===== src/rtl/cpu_defs.sv =====
// Shared pipeline definitions for the 5-stage core: Tuse/Tnew encodings,
// multiply/divide latencies and the sequencer state type.
package cpu_defs;

    localparam logic [3:0] TUSE_D = 4'd0;
    localparam logic [3:0] TUSE_E = 4'd1;
    localparam logic [3:0] TUSE_M = 4'd2;

    localparam int MULT_LAT_DEF = 5;
    localparam int DIV_LAT_DEF  = 10;

    localparam logic [4:0] REG_ZERO = 5'd0;

    typedef enum logic {
        MD_IDLE = 1'b0,
        MD_BUSY = 1'b1
    } md_state_e;

    // A producer blocks a consumer when its result arrives later than the
    // consumer needs it. A stage that does not write, or a match on $0,
    // never blocks.
    function automatic logic tnew_blocks(
        input logic [4:0] src,
        input logic [4:0] dst,
        input logic       reg_write,
        input logic [3:0] tnew,
        input logic [3:0] tuse
    );
        return (src == dst) && reg_write && (tnew > tuse) && (src != REG_ZERO);
    endfunction

endpackage


===== src/rtl/md_seq_counter.sv =====
// Multiply/divide unit sequencer: loads the operation latency on a start
// pulse and counts down to zero; busy is registered alongside the count.
//
//   state   | meaning
//   --------+------------------------------------------------
//   MD_IDLE | count is 0, unit free, waiting for a start
//   MD_BUSY | count is nonzero, decrements once per cycle
module md_seq_counter
    import cpu_defs::*;
#(
    parameter int CNT_W    = 4,
    parameter int MULT_LAT = MULT_LAT_DEF,
    parameter int DIV_LAT  = DIV_LAT_DEF
) (
    input  logic             clk,
    input  logic             reset,
    input  logic             start,
    input  logic             is_div,
    output logic [CNT_W-1:0] cnt,
    output logic             busy
);

    md_state_e        state_q, state_d;
    logic [CNT_W-1:0] cnt_q, cnt_d;
    logic             busy_q, busy_d;

    always_comb begin
        state_d = state_q;
        cnt_d   = cnt_q;
        case (state_q)
            MD_IDLE: begin
                if (start) begin
                    cnt_d   = is_div ? CNT_W'(DIV_LAT) : CNT_W'(MULT_LAT);
                    state_d = MD_BUSY;
                end
            end
            MD_BUSY: begin
                if (cnt_q <= CNT_W'(1)) begin
                    cnt_d   = '0;
                    state_d = MD_IDLE;
                end else begin
                    cnt_d = cnt_q - CNT_W'(1);
                end
            end
            default: begin
                cnt_d   = '0;
                state_d = MD_IDLE;
            end
        endcase
        busy_d = (cnt_d != '0);
    end

    // Reset discards any operation in flight.
    always_ff @(posedge clk) begin
        if (reset) begin
            state_q <= MD_IDLE;
            cnt_q   <= '0;
            busy_q  <= 1'b0;
        end else begin
            state_q <= state_d;
            cnt_q   <= cnt_d;
            busy_q  <= busy_d;
        end
    end

    assign cnt  = cnt_q;
    assign busy = busy_q;

endmodule


===== src/rtl/hazard_stall_ctrl.sv =====
// Decode-stage hazard controller: Tnew/Tuse RAW stalls, MDU occupancy stalls,
// and the MDU start pulse. Drives PC/F-D enables and the D/E bubble.
module hazard_stall_ctrl
    import cpu_defs::*;
#(
    parameter int MULT_LAT = MULT_LAT_DEF,
    parameter int DIV_LAT  = DIV_LAT_DEF,
    parameter int CNT_W    = 4
) (
    input  logic             clk,
    input  logic             reset,
    input  logic [4:0]       D_A1,
    input  logic [4:0]       D_A2,
    input  logic             D_A1use,
    input  logic             D_A2use,
    input  logic [3:0]       D_Tuse_rs,
    input  logic [3:0]       D_Tuse_rt,
    input  logic             D_MD_op,
    input  logic [4:0]       E_A3,
    input  logic             E_RegWrite,
    input  logic [3:0]       E_Tnew,
    input  logic [4:0]       M_A3,
    input  logic             M_RegWrite,
    input  logic [3:0]       M_Tnew,
    input  logic             E_MD_mult,
    input  logic             E_MD_div,
    input  logic             Req,
    output logic             stall,
    output logic             PC_en,
    output logic             FD_en,
    output logic             DE_clr,
    output logic             E_MD_start,
    output logic             MD_busy,
    output logic [CNT_W-1:0] MD_cnt
);

    logic stall_rs;
    logic stall_rt;
    logic stall_md;
    logic md_start;
    logic md_busy;

    always_comb begin
        stall_rs = D_A1use &&
                   (tnew_blocks(D_A1, E_A3, E_RegWrite, E_Tnew, D_Tuse_rs) ||
                    tnew_blocks(D_A1, M_A3, M_RegWrite, M_Tnew, D_Tuse_rs));
        stall_rt = D_A2use &&
                   (tnew_blocks(D_A2, E_A3, E_RegWrite, E_Tnew, D_Tuse_rt) ||
                    tnew_blocks(D_A2, M_A3, M_RegWrite, M_Tnew, D_Tuse_rt));
    end

    // A flushed instruction must not launch the MDU; an op in flight is left
    // to finish even if Req arrives later.
    assign md_start = (E_MD_mult || E_MD_div) && !Req && !md_busy;
    assign stall_md = D_MD_op && (md_busy || md_start);

    assign stall      = stall_rs || stall_rt || stall_md;
    assign PC_en      = !stall;
    assign FD_en      = !stall;
    assign DE_clr     = stall;
    assign E_MD_start = md_start;
    assign MD_busy    = md_busy;

    // If both op flags are ever seen together, the divide latency is used.
    md_seq_counter #(
        .CNT_W    (CNT_W),
        .MULT_LAT (MULT_LAT),
        .DIV_LAT  (DIV_LAT)
    ) u_md_seq (
        .clk    (clk),
        .reset  (reset),
        .start  (md_start),
        .is_div (E_MD_div),
        .cnt    (MD_cnt),
        .busy   (md_busy)
    );

    a_md_exclusive: assert property (@(posedge clk) disable iff (reset)
        !(E_MD_mult && E_MD_div));

    a_md_no_overlap: assert property (@(posedge clk) disable iff (reset)
        !((E_MD_mult || E_MD_div) && md_busy));

endmodule

===== config.mk =====
export PLATFORM = sky130hd
export DESIGN_NAME = hazard_stall_ctrl
export DESIGN_NICKNAME = d
export VERILOG_FILES = /design/src/rtl/cpu_defs.sv /design/src/rtl/md_seq_counter.sv /design/src/rtl/hazard_stall_ctrl.sv
export SDC_FILE = /design/constraint.sdc
export NUM_CORES = 1
export LEC_CHECK = 0
export ABC_AREA = 1
export CAP_MARGIN = 20
export CORE_MARGIN = 2
export CORE_UTILIZATION = 38
export CTS_BUF_LIST = sky130_fd_sc_hd__clkbuf_8
export CTS_CLUSTER_DIAMETER = 100
export DETAILED_ROUTE_END_ITERATION = 7
export GPL_TIMING_DRIVEN = 0
export PLACE_DENSITY = 0.77
export SLEW_MARGIN = 20
export SYNTH_ARGS = -nofsm -noshare
export SYNTH_HDL_FRONTEND = slang
export SYNTH_SLANG_ARGS = --single-unit

===== constraint.sdc =====
create_clock -name clk -period 2.9 [get_ports clk]
set_clock_uncertainty 0.05 [all_clocks]
set_input_delay 0.87 -clock clk [delete_from_list [all_inputs] [get_ports clk]]
set_output_delay 0.87 -clock clk [all_outputs]
set_load 0.005 [all_outputs]

# --- After elaboration in Yosys (flattened, before gate mapping) ---
# Cells that the tools add are included.
op_classes:
  n_shift: 0
  order_cmp: 5
  add_sub_neg: 1
  n_eq_ne: 4
  div: 0
  muxes: 7
  mul: 0
  n_reduce_logical: 29
  bitwise_logic: 1
op_table:
  columns: ["op", "count"]
  rows:
  - ["5-bit == test", 4]
  - ["1-bit logical AND", 17]
  - ["4-bit > comparator", 4]
  - ["4-bit two-way mux", 3]
  - ["5-bit nonzero test", 2]
  - ["4-bit one-hot mux with 2 select lines", 1]
  - ["1-bit logical OR", 6]
  - ["4-bit by 1-bit <= comparator with 1-bit output (second input constant)", 1]
  - ["4-bit nonzero test", 1]
  - ["4-bit by 1-bit subtractor with 4-bit output (second input constant)", 1]
  - ["1-bit zero test", 3]
  - ["1-bit two-way mux", 2]
  - ["1-bit one-hot mux with 2 select lines", 1]
  - ["1-bit inverter", 1]
word_totals:
  regBits: 6
  latch_bits: 0
  rom_bits: 0
  mem_count: 0
  ramBits: 0

# --- Longest topological paths before layout ---
# Gate-level depths: netlist (run 1).
logic_depth:
  ltp_word: 9
  depth_mapped: 13
  ltp_nobuf: 12

# --- Cells and area by module ---
# A second synthesis (run 1) with hierarchy kept.
unflattened:
  hier_cells: 222
  area_unflattened_um2: 1223.7
modules_own_cells:
  columns: ["module", "cells_each", "area_each_um2", "n_inst"]
  rows:
  - ["hazard_stall_ctrl", 167, 865.8, 1]
  - ["md_seq_counter", 55, 357.8, 1]

# --- Worst setup path after synthesis (run 1) ---
# OpenSTA, ideal clock, no wires.
synth_path:
  path_type: "input to output"
  start: "input D_Tuse_rs[1]"
  end: "output PC_en"
  slack_ps: 32
  arrival_time_ps: 1948
  required_time_ps: 1980
  cell_stages: 12
  cell_sequence: "inv_1 > ha_1 > inv_1 > nor2_1 > o21ai_0 > nand2_1 > nand3_1 > nand2_1 > nand2_1 > nand2_1 > nor2_1 > buf_4"
synth_via:
  elab_chain_cells: 8
  word_cells_on_any_way: 11
  classes_between: "order compare (2); reduce/logical (9)"
synth_lines:
  columns: ["item", "line_no", "text"]
  rows:
  - ["from (decl)", "hazard_stall_ctrl.sv:16", "input logic [3:0] D_Tuse_rs,"]
  - ["4-bit > comparator", "cpu_defs.sv:29", "return (src == dst) && reg_write && (tnew > tuse) && (src != REG_ZERO);"]
  - ["1-bit logical AND (2 in a row)", "cpu_defs.sv:29", null]
  - ["1-bit logical OR (*)", "hazard_stall_ctrl.sv:45", "(tnew_blocks(D_A1, E_A3, E_RegWrite, E_Tnew, D_Tuse_rs) ||"]
  - ["1-bit logical AND (*)", "hazard_stall_ctrl.sv:44", "stall_rs = D_A1use &&"]
  - ["1-bit logical OR (*) (2 in a row)", "hazard_stall_ctrl.sv:57", "assign stall = stall_rs || stall_rt || stall_md;"]
  - ["1-bit zero test (*)", null, null]
  - ["to (decl)", "hazard_stall_ctrl.sv:29", "output logic PC_en,"]
# Mark *: on every way between the ends. The rest lies on a longest branch, timed or not.

# --- Worst setup path in the final report (run 1) ---
layout_path:
  start: "input D_Tuse_rt[1]"
  end: "output PC_en"
layout_via:
  elab_chain_cells: 8
  word_cells_on_any_way: 11
  classes_between: "order compare (2); reduce/logical (9)"
layout_lines:
  columns: ["item", "line_no", "text"]
  rows:
  - ["from (decl)", "hazard_stall_ctrl.sv:17", "input logic [3:0] D_Tuse_rt,"]
  - ["4-bit > comparator", "cpu_defs.sv:29", null]
  - ["1-bit logical AND (2 in a row)", "cpu_defs.sv:29", null]
  - ["1-bit logical OR (*)", "hazard_stall_ctrl.sv:48", "(tnew_blocks(D_A2, E_A3, E_RegWrite, E_Tnew, D_Tuse_rt) ||"]
  - ["1-bit logical AND (*)", "hazard_stall_ctrl.sv:47", "stall_rt = D_A2use &&"]
  - ["1-bit logical OR (*) (2 in a row)", "hazard_stall_ctrl.sv:57", null]
  - ["1-bit zero test (*)", "hazard_stall_ctrl.sv:58", "assign PC_en = !stall;"]
# Marked as above.

==> out/metrics.csv, run 1 <==
metric,value,unit
outcome,"finished, violations left",
violations,setup timing,
firstDrtPassIters,4,
die-area,0.003729,mm²
path_max_fanout,2,
holdPathStages,2,
crit_path_end_kind,output port,
hold_end,u_md_seq.state_q,
layout_setup_ws,-205.5,ps
cap_violations,0,
postCtsHoldBufs,0,
slew_headroom,0.8605,
yosysMostFrequentCell,nand2_1,
dieWidth,61.07,µm
rr_worst_depth,9,
ys_seq_elements,6,
required,1980,ps
cts_buffer_depth,2,
core,0.003078,mm²
num_antenna_cells,0,
synth_top_area_share,0.2154,
synthDistinctLibCells,22,
powerDensity,300.4,mW/mm²
p_leak,1.119,nW
crit_type,primary input to output port,
tightest_slew,208.6,ps
final_max_slew_viol_count,0,
synth-warning-count,0,
ys.flop_type,dfxtp_1,
syn_nets,289,
via_per_inst,4.603,
tns,-531.4,ps
wl_met2,1.926,mm
fin_crit,3105,ps
area_growth,70.07,%
synth_seq_area_share,0.09707,
start_util,0.4020,
synthArstFlopShare,0,
r2r_setup_slack,1470,ps
gp_congestion,0.8610,
utilization,0.6837,
antenna_found_initial,0,
wl_per_cell,11.39,µm
finalNetCount,352,
cts_tree,yes,
clock_latency,220,ps
grt_pass1_wl,6.327,mm
crit_buf_inv,7,
io_buffers,55,
finalHoldViolCount,0,
max_clock_freq,0.3220,GHz
path_clk_slew,30,ps
wl_met3,203,µm
reg2reg_to,u_md_seq.busy,
setup_viol,4,
wl_met1,1.615,mm
min_path_type,flop to flop,
cp_top_family,buffers and inverters,
row_count,20,
routed_wl,3.759,mm
synth_edf_count,0,
synth.largest_area_cell,nand2_1,
dp_hpwl,2.904,mm
syn_inst,225,
fin_crit_sh,1.071,
timing.rr.start,u_md_seq.cnt[0],
die_y,61.07,µm
slowest_delay,200,ps
synthTopCellsByArea,"nand2_1 22%, ha_1 18%, inv_1 13%",
grtUsageTotal,0.2221,
syn_area_per_cell,5.500,µm²
grt_pass1_vias,1497,
cts_root_buffer,clkbuf_8,
pin_count,56,
maxUsedRoutingLayer,met4,
netlist_area,0.001237,mm²
numClockSinks,6,
hp-start,u_md_seq.state_q,
critPathArrivalTime,2190,ps
grt_max_degree,7,
cp_common_cell,buf_6,
ir_worst_vdd,0.6260,mV
vias,1519,
yosys-top-cells-count,"71 x nand2_1, 43 x inv_1, 21 x nor2_1",
critical_path.cell_chain,buf_6 -> inv_4 -> ha_4 -> inv_4 -> buf_6 -> nor2_4 -> a21oi_2 -> nand3_2 -> buf_6 -> a21oi_4 -> nor2_4 -> buf_6 -> buf_6,
grt_remaining_overflow,0,
ant_nets,0,
drtIter0Drc,45,
cts.htree.levels,1,
rsz0062_at_grt,true,
drive_above_1_share,0.3497,
drc_errors,0,
numCtsBuffers,3,
slowest_stage,ha_4,
cp-start-kind,primary input,
placed cells by master, fill, tap and decap left out, types with 2 or more instances in the layout:
master	instances
inv_1	30
nand2_4	2
a21oi_1	8
dlygate4sd2_1	18
buf_2	15
nor2_4	3
ha_1	3
o21bai_1	2
inv_2	21
nand2_1	65
clkbuf_8	3
nor2_2	4
inv_4	4
clkdlybuf4s15_1	4
o21ai_2	5
a21oi_2	4
nand2_2	7
clkdlybuf4s50_1	12
dfxtp_1	6
xor2_1	3
ha_4	14
buf_6	7
nand3_2	4
nor2_1	15
nand3_1	11
o21ai_1	2
clkbuf_2	2
nand4_1	5
worst max-delay path by stage:
stage	start	cells after the start	endpoint	slack [ps]
floorplan	D_Tuse_rs[1]	12	PC_en	30
global placement	D_Tuse_rs[1]	14	PC_en	-1020
detailed placement	D_Tuse_rs[1]	14	PC_en	-1050
CTS	E_Tnew[1]	12	PC_en	-240
global route	D_Tuse_rt[3]	12	PC_en	-290
finish	D_Tuse_rt[1]	13	PC_en	-210
flip-flops by register name, indices dropped and copies added, names as in the netlist:
register          flops
u_md_seq.state_q      1
u_md_seq.busy         1
u_md_seq.cnt          4
routing by layer:
metal  global-route usage  up-vias
met5                    0        -
met4              0.03106        0
met3              0.03151        2
met2               0.4058       47
met1               0.2819      655
li1                     -      815
worst min-delay path, stage by stage (launching register included):
cell and delay, ps:
dfxtp_1 330, nand2_4 100, a21oi_1 60
power by group:
part / leakage [nW] / switching (mW) / internal, mW / total (mW)
Sequential: 0.0496 / 0.0141 / 0.0987 / 0.113
Combinational: 1.05 / 0.205 / 0.194 / 0.399
Clock: 0.0216 / 0.0312 / 0.0888 / 0.120
kinds of logic (layout without fill, tap and decap cells):
| logic type | Yosys count | count (layout) | synth area share |
|---|---|---|---|
| AOI/OAI and AO/OA | 23 | 23 | 0.1122 |
| and+or+nand+nor | 117 | 117 | 0.4014 |
| adders and majority gates | 18 | 18 | 0.1820 |
| DFF | 6 | 6 | 0.09707 |
| xor gates and xnor gates | 4 | 4 | 0.02832 |
| buffers and inverters | 57 | 118 | 0.1790 |
layout make-up:
cell class              count  area [µm²]
multi-input cells         162        1167
fillers                   292       973.4
repair buffers             58       481.7
inverters                  55       216.5
flip-flops and latches      6       120.1
well taps                  44       55.05
clock buffers               3       41.29
plain buffers               2       22.52
through the flow:
stage | power [mW] | setup slack [ps] | cells | cell area [µm²] | hold slack [ps]
2_1_floorplan | 0.3070 | 31.64 | 225 | 1237 | 449.4
3_3_place_gp | 0.4596 | -1016 | 324 | 1843 | 489.1
3_5_place_dp | 0.4659 | -1049 | 324 | 1843 | 490.8
4_1_cts | 0.6100 | -236.8 | 330 | 2022 | 499.1
5_1_grt | 0.6897 | -285.7 | 330 | 2105 | 527.7
6_report | 0.6322 | -205.5 | 330 | 2105 | 494.9
what timing repair did:
action / in CTS / in global routing
setup buffers: 3 / 0
endpoints found under the setup margin: 5 / 4
resized for setup: 148 / 26
pin swaps: 44 / 20
(Power assumes the default switching activity.)
==> run 2, diff against run 1 <==
Settings changed: CAP_MARGIN 20 to default, RECOVER_POWER from default to 25, SLEW_MARGIN 20 to 40.
==> out/metrics.csv, run 2 (same netlist as run 1, synthesis figures left out) <==
metric,value,unit,change
layout_setup_ws,-205.5,ps,unchanged
tns,-534.0,ps,-2.599 ps
io_buffers,55,,unchanged
min_path_type,flop to flop,,
utilization,0.6837,,unchanged
row_count,20,,unchanged
whs,494.9,ps,+0.001000 ps
drc_errors,0,,unchanged
slew_headroom,0.8606,,about the same
vias,1524,,+0.33%
powerDensity,300.0,mW/mm²,-0.13%
critical_path.startpoint,D_Tuse_rt[1],,
p_total,0.6314,mW,-0.13%
path_clk_slew,30,ps,about the same
final_cells,330,,unchanged
die-area,0.003729,mm²,unchanged
violations,setup timing,,
critPathArrivalTime,2190,ps,about the same
num_antenna_cells,0,,unchanged
die_y,61.07,µm,unchanged
via_per_inst,4.618,,+0.33%
p_sw,0.2504,mW,-0.13%
timing.rr.start,u_md_seq.cnt[0],,
final_max_slew_viol_count,0,,unchanged
grt_pass1_wl,6.327,mm,unchanged
area_growth,70.07,%,unchanged
start_util,0.4020,,unchanged
numClockSinks,6,,unchanged
layout_commonest_cell,nand2_1,,
path_max_fanout,2,,unchanged
p_leak,1.122,nW,+0.29%
finalNetCount,352,,unchanged
drive_above_1_share,0.3427,,-0.006993
grt_pass1_vias,1497,,unchanged
antenna_found_initial,0,,unchanged
largest_reg_flops,4,,unchanged
routed_wl,3.768,mm,+0.24%
clock_power_share,0.190,,about the same
cts_buffer_depth,2,,unchanged
fill_cells,292,,unchanged
postCtsHoldBufs,0,,unchanged
fin_crit,3105,ps,unchanged
dieWidth,61.07,µm,unchanged
finalHoldViolCount,0,,unchanged
ant_nets,0,,unchanged
internal_power,0.3810,mW,-0.13%
dp_hpwl,2.904,mm,unchanged
fin_crit_sh,1.071,,unchanged
core,0.003078,mm²,unchanged
drtIter0Drc,45,,unchanged
clock_latency,220,ps,about the same
cts_root_buffer,clkbuf_8,,
firstDrtPassIters,4,,unchanged
crit_path_end_kind,output port,,
swShare,0.3965,,about the same
required,1980,ps,about the same
pin_count,56,,unchanged
cts.htree.levels,1,,unchanged
hp-start,u_md_seq.state_q,,
cts_tree,yes,,
ir_worst_vdd,0.6259,mV,about the same
grtUsageTotal,0.2221,,unchanged
cap_violations,0,,unchanged
rsz0062_at_grt,true,,
cp-start-kind,primary input,,
gp_congestion,0.8610,,unchanged
setup_viol,5,,+1
grt_remaining_overflow,0,,unchanged
numCtsBuffers,3,,unchanged
outcome,"finished, violations left",,
grt_max_degree,7,,unchanged
layout_common_cells,"65 x nand2_1, 32 x inv_1, 19 x inv_2, 18 x dlygate4sd2_1",,
combPwrFrac,0.631,,about the same
tightest_slew,208.5,ps,-0.1550 ps
seq_power_share,0.179,,about the same
crit_type,primary input to output port,,
wl_per_cell,11.42,µm,+0.24%
max_clock_freq,0.3220,GHz,unchanged
dp_cells,324,,unchanged
==> run 2: worst paths after layout <==
path	to	slack (ps)	cells past startpoint
min reg2reg	u_md_seq.state_q	490	2
min	u_md_seq.state_q	490	2
max	PC_en	-210	13
max reg2reg	u_md_seq.busy	1470	9
==> run 2: cell type report <==
class,count,area (µm²),share of cell area
Inverter,55,216.5,0.1029
Multi-Input combinational cell,162,1167,0.5547
Sequential cell,6,120.1,0.05707
Clock buffer,3,41.29,0.01962
Tap cell,44,55.05,0.02616
Timing Repair Buffer,58,481.7,0.2289
Buffer,2,22.52,0.01070
==> run 2: worst max-delay path, cell delays in order <==
cell,delay (ps)
buf_6,100
inv_4,50
ha_4,200
inv_4,70
buf_6,90
nor2_4,30
a21oi_2,140
nand3_2,100
buf_6,130
a21oi_4,130
nor2_4,60
buf_6,110
buf_6,100
==> run 2: per-layer routing <==
layer	routed length, µm	global-route usage	up-vias
met4	14	0.03106	0
met1	1631	0.2819	659
met5	0	0	-
met3	191	0.03151	2
li1	-	-	815
met2	1931	0.4058	48
==> run 2: timing repair <==
action,in CTS,in global routing
pin swaps,44,20
setup endpoints to repair,5,4
gates resized for setup,148,26
buffers inserted,3,0
==> run 2: power by group through the flow <==
stage	clock network (mW)	registers (mW)	logic (mW)
floorplan	0	0.114	0.193
global placement	0	0.115	0.345
detailed placement	0	0.114	0.351
CTS	0.122	0.113	0.375
global route	0.127	0.116	0.446
finish	0.120	0.113	0.399
==> run 2: metrics by stage <==
step / cell area, µm² / setup WS, ps
4_1_cts: 2022 / -236.8
5_1_grt: 2105 / -285.7
3_5_place_dp: 1843 / -1049
6_report: 2105 / -205.5
2_1_floorplan: 1237 / 31.64
3_3_place_gp: 1843 / -1016
